File: src/rtl/seg_scan_if.sv
// Bus bundle between the MMIO register path and seg_scan_ctrl: write strobe/data in,
// scanned segment/anode drive and frame pulse out.
interface seg_scan_if;
    logic        enable;
    logic        wr_en;
    logic [31:0] wr_value;
    logic [7:0]  wr_dp;
    logic [7:0]  wr_blank;
    logic [7:0]  seg0;
    logic [7:0]  seg1;
    logic [7:0]  seg_an;
    logic        frame_done;

    modport master (
        output enable, wr_en, wr_value, wr_dp, wr_blank,
        input  seg0, seg1, seg_an, frame_done
    );

    modport slave (
        input  enable, wr_en, wr_value, wr_dp, wr_blank,
        output seg0, seg1, seg_an, frame_done
    );
endinterface

File: src/rtl/seg_scan_ctrl.sv
// Four-phase scan controller for two 4-digit seven-segment groups with frame-boundary
// double buffering. Optional macro SEG_LZ_BLANK_EN adds leading-zero suppression.
module seg_scan_ctrl #(
    parameter int unsigned SCAN_DIV     = 100000,
    parameter int unsigned BLANK_CYCLES = 1000
) (
    input  logic       clk,
    input  logic       rst,
    seg_scan_if.slave  bus
);

    localparam int unsigned MAX_CYC = (SCAN_DIV > BLANK_CYCLES) ? SCAN_DIV : BLANK_CYCLES;
    localparam int unsigned CNT_W   = $clog2(MAX_CYC + 32'd1);
    localparam logic [CNT_W-1:0] SHOW_LAST = CNT_W'(SCAN_DIV - 32'd1);
    localparam logic [CNT_W-1:0] GAP_LAST  = (BLANK_CYCLES == 32'd0) ? '0 : CNT_W'(BLANK_CYCLES - 32'd1);

    typedef enum logic [1:0] {
        ST_IDLE = 2'd0,
        ST_SHOW = 2'd1,
        ST_GAP  = 2'd2
    } state_t;

    state_t           state_q, state_d;
    logic [1:0]       phase_q, phase_d;
    logic [CNT_W-1:0] cnt_q, cnt_d;
    logic [31:0]      pend_value_q, pend_value_d;
    logic [7:0]       pend_dp_q, pend_dp_d;
    logic [7:0]       pend_blank_q, pend_blank_d;
    logic [31:0]      act_value_q, act_value_d;
    logic [7:0]       act_dp_q, act_dp_d;
    logic [7:0]       act_blank_q, act_blank_d;
    logic [7:0]       seg0_q, seg0_d;
    logic [7:0]       seg1_q, seg1_d;
    logic [7:0]       seg_an_q, seg_an_d;
    logic             frame_done_q, frame_done_d;

    logic             load_s;
    logic             advance_s;
    logic [2:0]       lo_idx_s;
    logic [2:0]       hi_idx_s;
    logic [7:0]       lz_s;

    function automatic logic [6:0] hex_glyph(input logic [3:0] nib);
        logic [6:0] g;
        case (nib)
            4'h0: g = 7'h3F;
            4'h1: g = 7'h06;
            4'h2: g = 7'h5B;
            4'h3: g = 7'h4F;
            4'h4: g = 7'h66;
            4'h5: g = 7'h6D;
            4'h6: g = 7'h7D;
            4'h7: g = 7'h07;
            4'h8: g = 7'h7F;
            4'h9: g = 7'h6F;
            4'hA: g = 7'h77;
            4'hB: g = 7'h7C;
            4'hC: g = 7'h39;
            4'hD: g = 7'h5E;
            4'hE: g = 7'h79;
            4'hF: g = 7'h71;
            default: g = 7'h00;
        endcase
        return g;
    endfunction

    // Blank wins over everything; a suppressed leading zero still keeps its dp.
    function automatic logic [7:0] enc_digit(input logic [3:0] nib, input logic dp,
                                             input logic blank, input logic lz);
        logic [7:0] s;
        if (blank) begin
            s = 8'h00;
        end else if (lz) begin
            s = {dp, 7'h00};
        end else begin
            s = {dp, hex_glyph(nib)};
        end
        return s;
    endfunction

`ifdef SEG_LZ_BLANK_EN
    logic zero_above_s;

    // Leading-zero mask from the active value; digit 0 is never suppressed.
    always_comb begin
        lz_s         = 8'h00;
        zero_above_s = 1'b1;
        for (int i = 7; i >= 1; i--) begin
            zero_above_s = zero_above_s & (act_value_q[4*i +: 4] == 4'h0);
            lz_s[i]      = zero_above_s;
        end
    end
`else
    assign lz_s = 8'h00;
`endif

    assign lo_idx_s = {1'b0, phase_q};
    assign hi_idx_s = {1'b1, phase_q};

    // Scan sequencing: phase timing, gap insertion and frame-boundary loads.
    always_comb begin
        state_d      = state_q;
        phase_d      = phase_q;
        cnt_d        = cnt_q;
        load_s       = 1'b0;
        advance_s    = 1'b0;
        frame_done_d = 1'b0;
        if (!bus.enable) begin
            state_d = ST_IDLE;
            phase_d = 2'd0;
            cnt_d   = '0;
        end else begin
            case (state_q)
                ST_IDLE: begin
                    load_s  = 1'b1;
                    phase_d = 2'd0;
                    cnt_d   = '0;
                    state_d = ST_SHOW;
                end
                ST_SHOW: begin
                    if (cnt_q == SHOW_LAST) begin
                        cnt_d = '0;
                        if (BLANK_CYCLES > 32'd0) begin
                            state_d = ST_GAP;
                        end else begin
                            advance_s = 1'b1;
                        end
                    end else begin
                        cnt_d = cnt_q + CNT_W'(1);
                    end
                end
                ST_GAP: begin
                    if (cnt_q == GAP_LAST) begin
                        cnt_d     = '0;
                        advance_s = 1'b1;
                    end else begin
                        cnt_d = cnt_q + CNT_W'(1);
                    end
                end
                default: begin
                    state_d = ST_IDLE;
                    phase_d = 2'd0;
                    cnt_d   = '0;
                end
            endcase

            if (advance_s) begin
                state_d = ST_SHOW;
                if (phase_q == 2'd3) begin
                    phase_d      = 2'd0;
                    load_s       = 1'b1;
                    frame_done_d = 1'b1;
                end else begin
                    phase_d = phase_q + 2'd1;
                end
            end else begin
                frame_done_d = 1'b0;
            end
        end
    end

    // Pending buffer tracks the latest write; the active set takes a same-cycle write directly.
    always_comb begin
        pend_value_d = pend_value_q;
        pend_dp_d    = pend_dp_q;
        pend_blank_d = pend_blank_q;
        act_value_d  = act_value_q;
        act_dp_d     = act_dp_q;
        act_blank_d  = act_blank_q;
        if (bus.wr_en) begin
            pend_value_d = bus.wr_value;
            pend_dp_d    = bus.wr_dp;
            pend_blank_d = bus.wr_blank;
        end else begin
            pend_value_d = pend_value_q;
        end
        if (load_s) begin
            act_value_d = bus.wr_en ? bus.wr_value : pend_value_q;
            act_dp_d    = bus.wr_en ? bus.wr_dp    : pend_dp_q;
            act_blank_d = bus.wr_en ? bus.wr_blank : pend_blank_q;
        end else begin
            act_value_d = act_value_q;
        end
    end

    // Segment and anode drive for the phase currently held in state_q/phase_q.
    always_comb begin
        seg0_d   = 8'h00;
        seg1_d   = 8'h00;
        seg_an_d = 8'h00;
        if (bus.enable && (state_q == ST_SHOW)) begin
            seg_an_d[lo_idx_s] = 1'b1;
            seg_an_d[hi_idx_s] = 1'b1;
            seg0_d = enc_digit(act_value_q[{lo_idx_s, 2'b00} +: 4], act_dp_q[lo_idx_s],
                               act_blank_q[lo_idx_s], lz_s[lo_idx_s]);
            seg1_d = enc_digit(act_value_q[{hi_idx_s, 2'b00} +: 4], act_dp_q[hi_idx_s],
                               act_blank_q[hi_idx_s], lz_s[hi_idx_s]);
        end else begin
            seg_an_d = 8'h00;
        end
    end

    // State, buffers and registered outputs.
    always_ff @(posedge clk or posedge rst) begin
        if (rst) begin
            state_q      <= ST_IDLE;
            phase_q      <= 2'd0;
            cnt_q        <= '0;
            pend_value_q <= 32'h0000_0000;
            pend_dp_q    <= 8'h00;
            pend_blank_q <= 8'h00;
            act_value_q  <= 32'h0000_0000;
            act_dp_q     <= 8'h00;
            act_blank_q  <= 8'h00;
            seg0_q       <= 8'h00;
            seg1_q       <= 8'h00;
            seg_an_q     <= 8'h00;
            frame_done_q <= 1'b0;
        end else begin
            state_q      <= state_d;
            phase_q      <= phase_d;
            cnt_q        <= cnt_d;
            pend_value_q <= pend_value_d;
            pend_dp_q    <= pend_dp_d;
            pend_blank_q <= pend_blank_d;
            act_value_q  <= act_value_d;
            act_dp_q     <= act_dp_d;
            act_blank_q  <= act_blank_d;
            seg0_q       <= seg0_d;
            seg1_q       <= seg1_d;
            seg_an_q     <= seg_an_d;
            frame_done_q <= frame_done_d;
        end
    end

    assign bus.seg0       = seg0_q;
    assign bus.seg1       = seg1_q;
    assign bus.seg_an     = seg_an_q;
    assign bus.frame_done = frame_done_q;

endmodule

File: src/flat_wrapper.sv
// flat-port wrapper written by rule: the top's interface ports become plain ports
module seg_scan_ctrl_flat 
#(
    parameter int unsigned SCAN_DIV     = 100000,
    parameter int unsigned BLANK_CYCLES = 1000
)
  (clk, rst, bus_enable, bus_wr_en, bus_wr_value, bus_wr_dp, bus_wr_blank, bus_seg0, bus_seg1, bus_seg_an, bus_frame_done);
  seg_scan_if bus_i ();
  input  logic clk;
  input  logic rst;
  input wire logic [$bits(bus_i.enable)-1:0] bus_enable;
  input wire logic [$bits(bus_i.wr_en)-1:0] bus_wr_en;
  input wire logic [$bits(bus_i.wr_value)-1:0] bus_wr_value;
  input wire logic [$bits(bus_i.wr_dp)-1:0] bus_wr_dp;
  input wire logic [$bits(bus_i.wr_blank)-1:0] bus_wr_blank;
  output wire logic [$bits(bus_i.seg0)-1:0] bus_seg0;
  output wire logic [$bits(bus_i.seg1)-1:0] bus_seg1;
  output wire logic [$bits(bus_i.seg_an)-1:0] bus_seg_an;
  output wire logic [$bits(bus_i.frame_done)-1:0] bus_frame_done;
  assign bus_i.enable = bus_enable;
  assign bus_i.wr_en = bus_wr_en;
  assign bus_i.wr_value = bus_wr_value;
  assign bus_i.wr_dp = bus_wr_dp;
  assign bus_i.wr_blank = bus_wr_blank;
  assign bus_seg0 = bus_i.seg0;
  assign bus_seg1 = bus_i.seg1;
  assign bus_seg_an = bus_i.seg_an;
  assign bus_frame_done = bus_i.frame_done;
  seg_scan_ctrl #(.SCAN_DIV(SCAN_DIV), .BLANK_CYCLES(BLANK_CYCLES)) u_core (.clk(clk), .rst(rst), .bus(bus_i));
endmodule
File: config.mk
export PLATFORM = sky130hd
export DESIGN_NAME = seg_scan_ctrl_flat
export DESIGN_NICKNAME = d
export VERILOG_FILES = /design/src/rtl/seg_scan_if.sv /design/src/rtl/seg_scan_ctrl.sv /design/src/flat_wrapper.sv
export SDC_FILE = /design/constraint.sdc
export NUM_CORES = 1
export LEC_CHECK = 0
export CAP_MARGIN = 40
export CORE_ASPECT_RATIO = 0.9
export CORE_UTILIZATION = 48
export CTS_CLUSTER_DIAMETER = 150
export DETAILED_ROUTE_END_ITERATION = 8
export DONT_BUFFER_PORTS = 1
export PLACE_DENSITY_LB_ADDON = 0.12
export SKIP_CTS_REPAIR_TIMING = 1
export SYNTH_ARGS = -nofsm -noshare
export SYNTH_HDL_FRONTEND = slang
export SYNTH_SLANG_ARGS = --single-unit
File: constraint.sdc
create_clock -name clk -period 4.81 [get_ports clk]
set_clock_uncertainty 0.05 [all_clocks]
set_input_delay 0.7215 -clock clk [delete_from_list [all_inputs] [get_ports clk]]
set_output_delay 0.7215 -clock clk [all_outputs]
set_load 0.02 [all_outputs]
=== After elaboration in Yosys (flattened, before gate mapping) ===
Memories as Yosys holds them, arrays and structs flattened.
Cells that the tools add are included.

* Register bits after elaboration: 142
* Bits in read-only memories: 224
* Output and inout bits: 25
* Word-level logic and storage cells: 85
* Memories kept: 2

* Add/sub/neg operators: 2
* $lt $le $gt $ge: 4
* Equality and inequality tests: 8
* Shift operators: 2
* Multiplexer cells: 47
* Bitwise gates (word level): 1
* Reduce and logical (&&, ||, !) cells: 6

{| class="wikitable"
|+ Memory list
! memory !! words !! width !! rd ports !! clocked after memory_dff !! write ports !! RTL line !! RTL
|-
| (no name shown) || 16 || 7 || 1 || 0 || 0 || seg_scan_ctrl.sv:45 || <nowiki>case (nib)</nowiki>
|-
| (no name shown) || 16 || 7 || 1 || 0 || 0 || seg_scan_ctrl.sv:45 ||
|}

{| class="wikitable"
|+ Operators with widths
! cell !! count
|-
| two-way mux 8 bit || 7
|-
| two-way mux 17 bit || 3
|-
| case mux 17 bit (2 select lines) || 1
|-
| two-way mux 32 bit || 1
|-
| indexed part select 32 x 5 -> 4 bit || 1
|-
| indexed part select 32 x 6 -> 4 bit || 1
|-
| two-way mux 1 bit || 18
|-
| adder 17 x 1 -> 17 bit, second input constant || 1
|-
| == test 17 x 10 -> 1 bit, second input constant || 1
|-
| == test 17 bit, second input constant || 1
|-
| two-way mux 2 bit || 7
|-
| two-way mux 7 bit || 2
|-
| binary-select mux 1 bit (select 2 bit) || 5
|-
| OR 4 x 8 -> 8 bit || 1
|-
| != test 3 x 2 -> 1 bit, second input constant || 2
|-
| case mux 2 bit (3 select lines) || 1
|-
| demux 1 bit (select 2 bit) || 2
|-
| == test 2 bit, second input constant || 2
|-
| less-than comparator 2 x 4 -> 1 bit, second input constant || 1
|-
| less-than comparator 3 x 4 -> 1 bit, second input constant || 1
|-
| != test 4 x 2 -> 1 bit, second input constant || 1
|-
| greater-or-equal comparator 3 x 1 -> 1 bit, second input constant || 1
|-
| logical AND 1 bit || 3
|-
| adder 2 x 1 -> 2 bit, second input constant || 1
|-
| other kinds (5) || 5
|}

=== Longest topological paths before layout ===
* Depth after elaboration: 6
* Mapped depth: 10

=== Worst setup path after synthesis ===
Ideal clock, no wire load.

* Path kind: input -> register
* Start: input bus_wr_en
* End: register u_core.act_value_q[25]
* Data arrival time: 2024 ps
* Setup slack: 2612 ps
* Stages on the path: 4
* Path buffers: 2
* Cell sequence: clkbuf_1 buf_1 mux2_2 mux2_2

* Longest elaborated chain between the ends: 1

{| class="wikitable"
|+ Ends and longest elaborated chain
! element !! RTL line !! RTL
|-
| start: declaration || flat_wrapper.sv:12 || <nowiki>input wire logic [$bits(bus_i.wr_en)-1:0] bus_wr_en;</nowiki>
|-
| two-way mux 32 bit || - ||
|-
| end signal: assignment || seg_scan_ctrl.sv:226 || <nowiki>act_value_q <= act_value_d;</nowiki>
|-
| end: declaration || seg_scan_ctrl.sv:29 || <nowiki>logic [31:0] act_value_q, act_value_d;</nowiki>
|}

No other way between the ends.
A chain may end at the register's enable or synchronous reset.

=== Final worst setup path ===
* Start: register u_core.cnt_q[11]
* End: register u_core.act_value_q[21]

* Longest elaborated chain between the ends: 6

{| class="wikitable"
|+ Ends and longest elaborated chain
! element !! RTL line !! RTL
|-
| start: declaration || seg_scan_ctrl.sv:25 || <nowiki>logic [CNT_W-1:0] cnt_q, cnt_d;</nowiki>
|-
| start signal: assignment || seg_scan_ctrl.sv:222 || <nowiki>cnt_q <= cnt_d;</nowiki>
|-
| == test 17 x 10 -> 1 bit || seg_scan_ctrl.sv:133 || <nowiki>if (cnt_q == GAP_LAST) begin</nowiki>
|-
| two-way mux 1 bit || seg_scan_ctrl.sv:133 ||
|-
| two-way mux 1 bit || - ||
|-
| two-way mux 1 bit || seg_scan_ctrl.sv:108 || <nowiki>if (!bus.enable) begin</nowiki>
|-
| two-way mux 1 bit || seg_scan_ctrl.sv:147 || <nowiki>if (advance_s) begin</nowiki>
|-
| two-way mux 1 bit || seg_scan_ctrl.sv:108 ||
|}

No other way between the ends. The select of a mux whose other input is x is not followed.

==> reports/results.txt <==
Status = completed
Routed WL = 10.9 mm
CP Capture Type = flop
Top cell type's share of synthesized area = 55.7%
Nets = 525
Critical path type = reg -> reg
Worst r2r dst = u_core.act_value_q[21]
Synth area leader = dfrtp_1
Routed vias/inst = 5.35
Clock transition at path regs = 0.06 ns
Worst-path maximum fanout = 26
Top delay family on crit path = simple AND/OR/NAND/NOR gates
M1 WL = 5.08 mm
Synth-to-Final Area Change = 11.6%
Total gr overflow = 0
Peak supply drop = 265 uV
CTS tree = yes
CTS Buffer Depth = 2
Post-route ant nets = 0
Drt first pass iters = 4
Worst-path cell chain = nor4_2 -> nand4_1 -> o21ai_4 -> buf_4 -> mux2_2
Dominant cells by area after synthesis = dfrtp_1, mux2_2, ha_1
Top FF cell, synth = dfrtp_1
Reg-to-reg startpoint = u_core.cnt_q[11]
Residual DRC = 0
Vert. Die Dim = 110 um
Setup violations, final = 0
H-tree levels = 4
Maximum capacitance violations = 0
# IOs = 77
Flops & latches, synth = 138
Vias in the first global route = 3,503
GR Util All Layers = 18.0%
FFs w/ async S/R, synth = 100%
TNS Setup = 0 ns
Ys Warns = 0
Fillers = 1,038
Top Layer Used = met4
Total CTS buffers = 17
Fin. max-slew vios = 0
Max_slew headroom = 50.7%
Fin. Hold Viols = 0
Tcrit/Tclk final = 60.4%
RSZ-0062 raised after global routing = false
Total core area = 12,600 um^2
Post-layout minimum cycle time = 2.91 ns
Number of synthesized flops with an enable pin = 0
Power, Total = 3.86 mW
Area of the mapped netlist = 6200 um^2
Reg2reg setup slack = 1.90 ns
WL per Instance = 17.3 um
Register area share after synthesis = 55.7%
Met3 WL post-DR = 458 um
Worst path slowest cell = o21ai_4
Most frequent cell after synthesis = dfrtp_1
Cell count after synthesis = 452
Clock Latency Late Sink = 0.42 ns
Drt first-iter violations = 191
Vias = 3,366
Hold WC Path Type = in -> async
First-pass GRT wire length = 17.9 mm
Initial antenna violation count = 0
Metal2 WL = 5.18 mm
Synth cell types = 43
Crit path buf inv count = 1
Worst Reg2Reg Path Length in Cells = 5
Fmax achieved = 344 MHz
Port buffer count = 0
Worst slew pin tran = 0.737 ns
Clk sinks = 138
Area of the die = 13,400 um^2
Commonest cells post-synth = dfrtp_1, mux2_2, nor2_1
Place WS = 1.70 ns
Largest net degree at the start of global routing = 86
Worst EP arrival = 3.15 ns
Max incr delay on CP = 0.69 ns
Row cnt = 39
Final design utilization = 54.8%
Clk root buf = clkbuf_16
Diodes inserted = 0
Worst setup SP type = flop
Starting Density = 49.1%
Worst Path Required = 5.06 ns
PD cells = 558 nW/um^2
Dpl hpwl = 7.30 mm
Syn nets = 525
Gpl congestion = 0.780
Final Worst Setup Slack = 1.90 ns
Chip width = 122 um
Layout cell share with drive strength beyond 1 = 31.2%
WP depth = 5
Avg Inst Size Synth = 13.7 um^2
Leak Pwr = 2.98 nW
## cell type report
class | instances | area (um^2) | area share (%)
Sequential cell | 138 | 3450 | 49.9
Multi-Input combinational cell | 270 | 2530 | 36.6
Inverter | 21 | 83.8 | 1.21
Clock buffer | 25 | 505 | 7.30
Timing Repair Buffer | 4 | 57.6 | 0.831
Clock inverter | 7 | 87.6 | 1.26
Tap cell | 164 | 205 | 2.96
## stage by stage
step	hold slack [ns]	instances	instance area (um^2)
2_1_floorplan	0.383	452	6200
3_3_place_gp	0.395	595	6290
3_5_place_dp	0.401	596	6320
4_1_cts	0.0279	628	6910
5_1_grt	0.0375	629	6930
6_report	0.0365	629	6930
## report_power, final
part           internal [mW]  switching, mW
Sequential              1.45          0.172
Clock                  0.828          0.461
Combinational          0.494          0.455
Total                   2.78           1.09
## how the worst max path moves through the flow
stage | startpoint | to
floorplan | rst | u_core.act_blank_q[0]
global placement | u_core.phase_q[0] | u_core.act_value_q[21]
detailed placement | u_core.phase_q[0] | u_core.act_value_q[21]
CTS | u_core.phase_q[0] | u_core.act_value_q[21]
global route | u_core.cnt_q[11] | u_core.act_value_q[18]
finish | u_core.cnt_q[11] | u_core.act_value_q[21]
## per-layer routing
metal  GRT usage [%]  vias up
li1                -     1605
met1            23.6     1688
met2            27.4       56
met3            5.86       17
met4            7.76        0
met5               0        -
## registers in the layout (all words and copies together), names as in the netlist
signal                 flops
u_core.act_blank_q         8
u_core.act_dp_q            8
u_core.act_value_q        32
u_core.bus.frame_done      1
u_core.bus.seg0            8
u_core.bus.seg1            8
u_core.bus.seg_an          4
u_core.cnt_q              17
u_core.pend_blank_q        8
u_core.pend_dp_q           8
u_core.pend_value_q       32
u_core.phase_q             2
u_core.state_q             2
## logic make-up (layout without fill, tap and decap cells)
family                   count (synthesis)  count (layout)  share of synthesized area [%]
adder cells (fa/ha/maj)                 21              21                           4.23
flip-flops                             138             138                           55.7
AND/OR/NAND/NOR                         95              95                           7.95
XOR/XNOR                                15              15                           2.12
buffers and inverters                   44              57                           3.69
AO/OA/AOI/OAI                           27              27                           3.21
multiplexers                           112             112                           23.1
## worst register-to-register path: stages (launching register included)
cell	delay (ns)
dfrtp_1	0.44
nor4_2	0.45
nand4_1	0.32
o21ai_4	0.69
buf_4	0.46
mux2_2	0.39
## layout by cell type (no fill, tap or decap), types with 4 or more instances in the layout
master / Yosys / routed
nor2_1: 30 / 30
and3_1: 5 / 5
mux4_2: 7 / 7
xor2_1: 10 / 10
clkbuf_8: 0 / 5
clkbuf_16: 0 / 17
a21oi_1: 5 / 5
mux2_2: 96 / 96
xnor2_1: 5 / 5
nor2b_1: 5 / 5
and4_1: 5 / 5
ha_1: 21 / 21
inv_1: 21 / 20
nand3_1: 9 / 9
o21ai_0: 5 / 5
nand4_1: 5 / 5
nor3_1: 5 / 5
dfrtp_1: 138 / 138
nand2_1: 15 / 15
mux4_1: 6 / 6
a221oi_1: 11 / 11
clkinv_2: 0 / 4
(Power assumes the default switching activity.)
